<file path="src/rtl/multireg_burst_arbiter.sv">
// Round-robin arbiter that runs one requester's burst command at a time as an AXI4 INCR burst.
// Optional: define MULTIREG_ARB_FIXED_PRIO_EN for fixed lowest-index-wins priority.
module multireg_burst_arbiter #(
  parameter int unsigned NUM_REQ    = 2,
  parameter int unsigned ADDR_WIDTH = 32,
  parameter int unsigned DATA_WIDTH = 32,
  parameter int unsigned MAX_BEATS  = 8
) (
  input  logic                            ACLK,
  input  logic                            ARESETN,
  input  logic [NUM_REQ-1:0]              req_valid,
  output logic [NUM_REQ-1:0]              req_ready,
  input  logic [NUM_REQ-1:0]              req_write,
  input  logic [NUM_REQ*ADDR_WIDTH-1:0]   req_addr,
  input  logic [NUM_REQ*8-1:0]            req_len,
  input  logic [NUM_REQ*DATA_WIDTH-1:0]   wr_data,
  input  logic [NUM_REQ-1:0]              wr_valid,
  output logic [NUM_REQ-1:0]              wr_ready,
  output logic [DATA_WIDTH-1:0]           rd_data,
  output logic [NUM_REQ-1:0]              rd_valid,
  output logic                            rd_last,
  output logic [NUM_REQ-1:0]              done,
  output logic [1:0]                      done_resp,
  output logic [ADDR_WIDTH-1:0]           M_AXI_AWADDR,
  output logic [7:0]                      M_AXI_AWLEN,
  output logic                            M_AXI_AWVALID,
  input  logic                            M_AXI_AWREADY,
  output logic [DATA_WIDTH-1:0]           M_AXI_WDATA,
  output logic [DATA_WIDTH/8-1:0]         M_AXI_WSTRB,
  output logic                            M_AXI_WLAST,
  output logic                            M_AXI_WVALID,
  input  logic                            M_AXI_WREADY,
  input  logic [1:0]                      M_AXI_BRESP,
  input  logic                            M_AXI_BVALID,
  output logic                            M_AXI_BREADY,
  output logic [ADDR_WIDTH-1:0]           M_AXI_ARADDR,
  output logic [7:0]                      M_AXI_ARLEN,
  output logic                            M_AXI_ARVALID,
  input  logic                            M_AXI_ARREADY,
  input  logic [DATA_WIDTH-1:0]           M_AXI_RDATA,
  input  logic [1:0]                      M_AXI_RRESP,
  input  logic                            M_AXI_RLAST,
  input  logic                            M_AXI_RVALID,
  output logic                            M_AXI_RREADY
);

  localparam int unsigned IW = (NUM_REQ > 1) ? $clog2(NUM_REQ) : 1;

  typedef enum logic [2:0] {
    S_IDLE, S_GRANT, S_AW, S_AR, S_W, S_B, S_R, S_DONE
  } state_t;

  state_t                  r_state;
  state_t                  w_next;
  logic [IW-1:0]           r_g;
  logic [ADDR_WIDTH-1:0]   r_addr;
  logic [7:0]              r_len;
  logic [7:0]              r_cnt;
  logic [1:0]              r_resp;
  logic                    r_mis;
`ifndef MULTIREG_ARB_FIXED_PRIO_EN
  logic [IW-1:0]           r_ptr;
  logic [IW:0]             w_idx;
`endif

  logic [IW-1:0]           w_win;
  logic                    w_found;
  logic [7:0]              w_len_sel;
  logic                    w_illegal;
  logic [NUM_REQ-1:0]      w_g_oh;
  logic [DATA_WIDTH-1:0]   w_wdata_g;
  logic                    w_rmis;
  logic [1:0]              w_rresp_max;

  // Winner selection: first valid requester at/after the pointer, or lowest index in fixed mode
  always_comb begin
    w_win   = '0;
    w_found = 1'b0;
`ifdef MULTIREG_ARB_FIXED_PRIO_EN
    for (int k = NUM_REQ - 1; k >= 0; k--) begin
      if (req_valid[k]) begin
        w_win   = IW'(k);
        w_found = 1'b1;
      end
    end
`else
    w_idx = '0;
    for (int k = 0; k < NUM_REQ; k++) begin
      w_idx = (IW+1)'(r_ptr) + (IW+1)'(k);
      if (w_idx >= (IW+1)'(NUM_REQ)) w_idx = w_idx - (IW+1)'(NUM_REQ);
      if (!w_found && req_valid[w_idx[IW-1:0]]) begin
        w_win   = w_idx[IW-1:0];
        w_found = 1'b1;
      end
    end
`endif
  end

  assign w_len_sel   = req_len[int'(w_win)*8 +: 8];
  assign w_illegal   = {1'b0, w_len_sel} >= 9'(MAX_BEATS);
  assign w_g_oh      = NUM_REQ'(1) << r_g;
  assign w_wdata_g   = wr_data[int'(r_g)*DATA_WIDTH +: DATA_WIDTH];
  // A beat is out of place if RLAST disagrees with the requested length
  assign w_rmis      = M_AXI_RLAST ? (r_cnt != r_len) : (r_cnt >= r_len);
  assign w_rresp_max = (M_AXI_RRESP > r_resp) ? M_AXI_RRESP : r_resp;

  // State register
  always_ff @(posedge ACLK or negedge ARESETN) begin
    if (!ARESETN) r_state <= S_IDLE;
    else          r_state <= w_next;
  end

  // Command capture, beat counting and response accumulation
  always_ff @(posedge ACLK or negedge ARESETN) begin
    if (!ARESETN) begin
      r_g    <= '0;
      r_addr <= '0;
      r_len  <= '0;
      r_cnt  <= '0;
      r_resp <= '0;
      r_mis  <= 1'b0;
`ifndef MULTIREG_ARB_FIXED_PRIO_EN
      r_ptr  <= '0;
`endif
    end else begin
      case (r_state)
        S_GRANT: begin
          if (w_found) begin
            r_g    <= w_win;
            r_addr <= req_addr[int'(w_win)*ADDR_WIDTH +: ADDR_WIDTH];
            r_len  <= w_len_sel;
            r_cnt  <= '0;
            r_mis  <= 1'b0;
            r_resp <= w_illegal ? 2'b10 : 2'b00;
          end
        end
        S_W: begin
          if (wr_valid[r_g] && M_AXI_WREADY && (r_cnt != r_len)) r_cnt <= r_cnt + 8'd1;
        end
        S_B: begin
          if (M_AXI_BVALID) r_resp <= M_AXI_BRESP;
        end
        S_R: begin
          if (M_AXI_RVALID) begin
            if (r_cnt != 8'hFF) r_cnt <= r_cnt + 8'd1;
            if (M_AXI_RLAST) begin
              r_resp <= (r_mis || w_rmis) ? 2'b10 : w_rresp_max;
            end else begin
              r_resp <= w_rresp_max;
              r_mis  <= r_mis | w_rmis;
            end
          end
        end
`ifndef MULTIREG_ARB_FIXED_PRIO_EN
        S_DONE: begin
          r_ptr <= (r_g == IW'(NUM_REQ - 1)) ? '0 : r_g + IW'(1);
        end
`endif
        default: ;
      endcase
    end
  end

  assign done_resp = r_resp;

  // Next state and per-phase handshake outputs
  always_comb begin
    w_next        = r_state;
    req_ready     = '0;
    wr_ready      = '0;
    rd_data       = '0;
    rd_valid      = '0;
    rd_last       = 1'b0;
    done          = '0;
    M_AXI_AWADDR  = '0;
    M_AXI_AWLEN   = '0;
    M_AXI_AWVALID = 1'b0;
    M_AXI_WDATA   = '0;
    M_AXI_WSTRB   = '0;
    M_AXI_WLAST   = 1'b0;
    M_AXI_WVALID  = 1'b0;
    M_AXI_BREADY  = 1'b0;
    M_AXI_ARADDR  = '0;
    M_AXI_ARLEN   = '0;
    M_AXI_ARVALID = 1'b0;
    M_AXI_RREADY  = 1'b0;
    case (r_state)
      S_IDLE: begin
        if (|req_valid) w_next = S_GRANT;
      end
      S_GRANT: begin
        if (w_found) begin
          req_ready = NUM_REQ'(1) << w_win;
          if (w_illegal)           w_next = S_DONE;
          else if (req_write[w_win]) w_next = S_AW;
          else                     w_next = S_AR;
        end else begin
          w_next = S_IDLE;
        end
      end
      S_AW: begin
        M_AXI_AWADDR  = r_addr;
        M_AXI_AWLEN   = r_len;
        M_AXI_AWVALID = 1'b1;
        if (M_AXI_AWREADY) w_next = S_W;
      end
      S_AR: begin
        M_AXI_ARADDR  = r_addr;
        M_AXI_ARLEN   = r_len;
        M_AXI_ARVALID = 1'b1;
        if (M_AXI_ARREADY) w_next = S_R;
      end
      S_W: begin
        M_AXI_WDATA  = w_wdata_g;
        M_AXI_WSTRB  = '1;
        M_AXI_WVALID = wr_valid[r_g];
        M_AXI_WLAST  = (r_cnt == r_len);
        wr_ready     = M_AXI_WREADY ? w_g_oh : '0;
        if (wr_valid[r_g] && M_AXI_WREADY && (r_cnt == r_len)) w_next = S_B;
      end
      S_B: begin
        M_AXI_BREADY = 1'b1;
        if (M_AXI_BVALID) w_next = S_DONE;
      end
      S_R: begin
        M_AXI_RREADY = 1'b1;
        rd_data      = M_AXI_RDATA;
        rd_valid     = M_AXI_RVALID ? w_g_oh : '0;
        rd_last      = M_AXI_RVALID & M_AXI_RLAST;
        if (M_AXI_RVALID && M_AXI_RLAST) w_next = S_DONE;
      end
      S_DONE: begin
        done   = w_g_oh;
        w_next = S_IDLE;
      end
      default: w_next = S_IDLE;
    endcase
  end

endmodule

</file>
<file path="config.mk">
export PLATFORM = sky130hd
export DESIGN_NAME = multireg_burst_arbiter
export DESIGN_NICKNAME = d
export VERILOG_FILES = /design/src/rtl/multireg_burst_arbiter.sv
export SDC_FILE = /design/constraint.sdc
export NUM_CORES = 1
export LEC_CHECK = 0
export CORE_AREA = 2 2 140 142
export CTS_CLUSTER_DIAMETER = 150
export DETAILED_ROUTE_END_ITERATION = 7
export DIE_AREA = 0 0 142 144
export GPL_ROUTABILITY_DRIVEN = 1
export HOLD_SLACK_MARGIN = 0.08
export SYNTH_ARGS = -nofsm -noshare
export SYNTH_HDL_FRONTEND = slang
export SYNTH_SLANG_ARGS = --single-unit
</file>
<file path="constraint.sdc">
create_clock -name ACLK -period 2.6 [get_ports ACLK]
set_input_delay 0.65 -clock ACLK [delete_from_list [all_inputs] [get_ports ACLK]]
set_output_delay 0.65 -clock ACLK [all_outputs]
set_load 0.02 [all_outputs]
</file>
==> flow_metrics.tcl <==
set metrics [dict create \
    synth_top_area_share_pct 31.3 \
    yosys_most_used_dff "dfrtp_1" \
    rsz0062_at_grt "false" \
    synth_xor_area_share_pct 0.196 \
    core_sq_um 19100 \
    worstPathMaxFanout 3 \
    endpoint_kind "output port" \
    cts_resized 164 \
    path_buf_inv 3 \
    drv_slew 0 \
    synth-seq-area-share_pct 31.3 \
    first_pass_iters 5 \
    multiInputGateArea_sq_um 2750 \
    synth_mux_area_share_pct 13.7 \
    cp.arrival_ps 1860 \
    synth_compound_area_share_pct 14.0 \
    syn2layout_area_growth_pct 90.9 \
    gpl.final_weighted_congestion 0.813 \
    synth_adder_area_share_pct 3.35 \
    drive_gt1_share_pct 7.97 \
    numPortBuffers 358 \
    required_ps 1950 \
    wl_per_cell_um 16.9 \
    reg2reg_from "r_len[2]$_DFFE_PN0P_" \
    p_leak_nw 4.59 \
    synthTopCellsByArea "dfrtp_1, mux2i_1, and2_1" \
    start_util_pct 23.5 \
    yosysWarnings 0 \
    synth-simple-area-share_pct 29.6 \
    via_per_inst 4.57 \
    path_cells "clkdlybuf4s50_1 > inv_1 > o21ai_4 > and2_1 > clkdlybuf4s15_1" \
    dp_hpwl_um 15800 \
    global_route.usage.total_pct 18.3 \
    synth_nets 757 \
    clk_latency_ps 300 \
    path_delay_family "buffers and inverters" \
    path_clk_slew_ps 70 \
    post_cts.repair.setup_buffers 0 \
    cts_root_buf "clkbuf_16" \
    drtIter0Drc 226 \
    start_kind "primary input" \
    placed_cells 1147 \
    fillers 1921 \
    ys_ff_latch 56 \
    instances_no_fill 1155 \
    clock_skew_ps 2.69 \
    clock_path_buffers 2 \
    ys_async_sr_fraction_pct 100 \
    die_w_um 142 \
    grt_max_degree 45 \
    maxCapViolCount 0 \
    num_vias 5277 \
    grt_overflow 0 \
    min_period_ps 2510 \
    grt_pass1_wl_um 29300 \
    hold_path.class "primary input to asynchronous set/reset pin" \
    max_freq_mhz 398 \
    h-tree-depth 2 \
    wl_um 19600 \
    cts.sinks 56 \
    ant_nets 0 \
    period_share_pct 96.6 \
    die_h_um 144 \
    slowest_stage "clkdlybuf4s50_1" \
    synth_cell_types 49 \
    yosysTopAreaCell "dfrtp_1" \
    final_hold_viol_count 0 \
    cts_tree "built" \
    postSynthAreaPerCell_sq_um 8.12 \
    cts_inserted_buffers 5 \
    netlist_instances 551 \
    ioPinCount 359 \
    status "complete, no violations" \
    irDropWorstVdd_mv 0.341 \
    synth_most_common_cell "and2_1" \
    seqCellArea_sq_um 1410 \
    ys_top_cells_by_count "and2_1, mux2i_1, dfrtp_1" \
    p_per_area_nw_per_um2 800 \
    die-area_sq_um 20400 \
    drc 0 \
    synth_top_family_by_area "simple AND/OR/NAND/NOR gates" \
    setup_viol 0 \
    grt_pass1_vias 5245 \
    layout.nets 1122 \
    netlist_area_sq_um 4480 \
    tightestPinTransition_ps 622 \
    path_class "primary input to output port" \
    maxSlewHeadroom_pct 58.5 \
    antenna_found_initial 0 \
    cpPeakStageDelay_ps 490 \
    power_mw 6.83 \
    hold_buffers 0 \
    synth-edff-count 0 \
    crit_start "req_valid[0]" \
    rows 51 \
]
## placed cells by master, fill, tap and decap left out, types with 2 or more instances in the layout
cell type / count
and2_1: 70
nor2_1: 53
dlygate4sd2_1: 150
a211oi_1: 2
buf_4: 40
o2bb2ai_1: 2
o21a_1: 3
ha_1: 12
or4_1: 2
o32a_1: 2
a21oi_1: 11
and3_1: 46
a21o_1: 3
buf_6: 2
nand2_1: 39
inv_1: 30
nand3_1: 9
clkdlybuf4s15_1: 4
nor3_1: 8
nand2b_1: 7
nand4_1: 2
o21ai_0: 36
clkbuf_2: 4
a222oi_1: 14
dlymetal6s2s_1: 2
dfrtp_1: 53
buf_12: 8
clkbuf_16: 5
clkdlybuf4s50_1: 195
and4_1: 2
o22ai_1: 4
nor2b_1: 3
a31oi_1: 3
dfrtp_2: 2
o31ai_1: 3
mux2i_1: 60
## through the flow
stage	TNS (ps)	instance area (sq um)	hold slack [ps]	worst slack (ps)	util (%)
3_3_place_gp	-470	8590	473	-227	45.0
3_5_place_dp	-470	8590	483	-198	45.0
6_report	0	8540	360	88.5	44.8
5_1_grt	0	8540	404	2.76	44.8
4_1_cts	0	8540	374	0.820	44.8
2_1_floorplan	0	4480	354	344	-
## layout make-up
class | count | share of cell area [%]
clock buffers | 6 | 1.51
repair buffers | 406 | 44.9
well taps | 238 | 3.49
inverters | 31 | 1.36
clock inverters | 1 | 0.0586
diodes | 1 | 0.0293
flip-flops and latches | 56 | 16.5
multi-input cells | 416 | 32.1
## kinds of logic after synthesis
family                   Yosys count
AND/OR/NAND/NOR                  250
AO/OA/AOI/OAI                     92
buffers and inverters             79
multiplexers                      61
flip-flops                        56
adder cells (fa/ha/maj)           12
XOR/XNOR                           1
## power breakdown
group	leakage, nW	switching (mW)	internal (mW)	total [mW]
registers	0.694	0.347	1.25	1.60
clock network	0.0667	0.327	0.352	0.679
logic	3.83	2.50	2.05	4.55
total	4.59	3.17	3.66	6.83
## flip-flops by register name (all words and copies together), names as in the netlist
signal / count
r_addr: 32
r_cnt: 8
done_resp: 2
r_state: 3
r_g: 1
r_mis: 1
r_len: 8
r_ptr: 1
## path summary, 6_finish.rpt
| check | slack [ps] | to | depth (start not counted) |
|---|---|---|---|
| max in group asynchronous | 1640 | r_cnt[1]$_DFFE_PN0P_ | 2 |
| worst min register to register | 500 | r_addr[20]$_DFFE_PN0P_ | 2 |
| worst min-delay path | 360 | r_addr[19]$_DFFE_PN0P_ | 1 |
| min in group ACLK | 500 | r_addr[20]$_DFFE_PN0P_ | 2 |
| worst max register to register | 600 | r_cnt[4]$_DFFE_PN0P_ | 7 |
| worst max-delay path | 90 | req_ready[0] | 5 |
## per-layer routing
layer | global-route usage, % | wire length [um]
met1 | 23.3 | 8170
met2 | 31.3 | 9590
met4 | 4.11 | 241
met3 | 4.70 | 1580
met5 | 0 | 0
## worst register-to-register path, cell delays in order, from the launching register on
cell      delay (ps)
dfrtp_1          370
inv_1             70
ha_1             320
nand4_1          220
o211ai_1         380
a211oi_4         100
buf_4            190
a32o_1           240
Power figures use the tool's default switching activity.
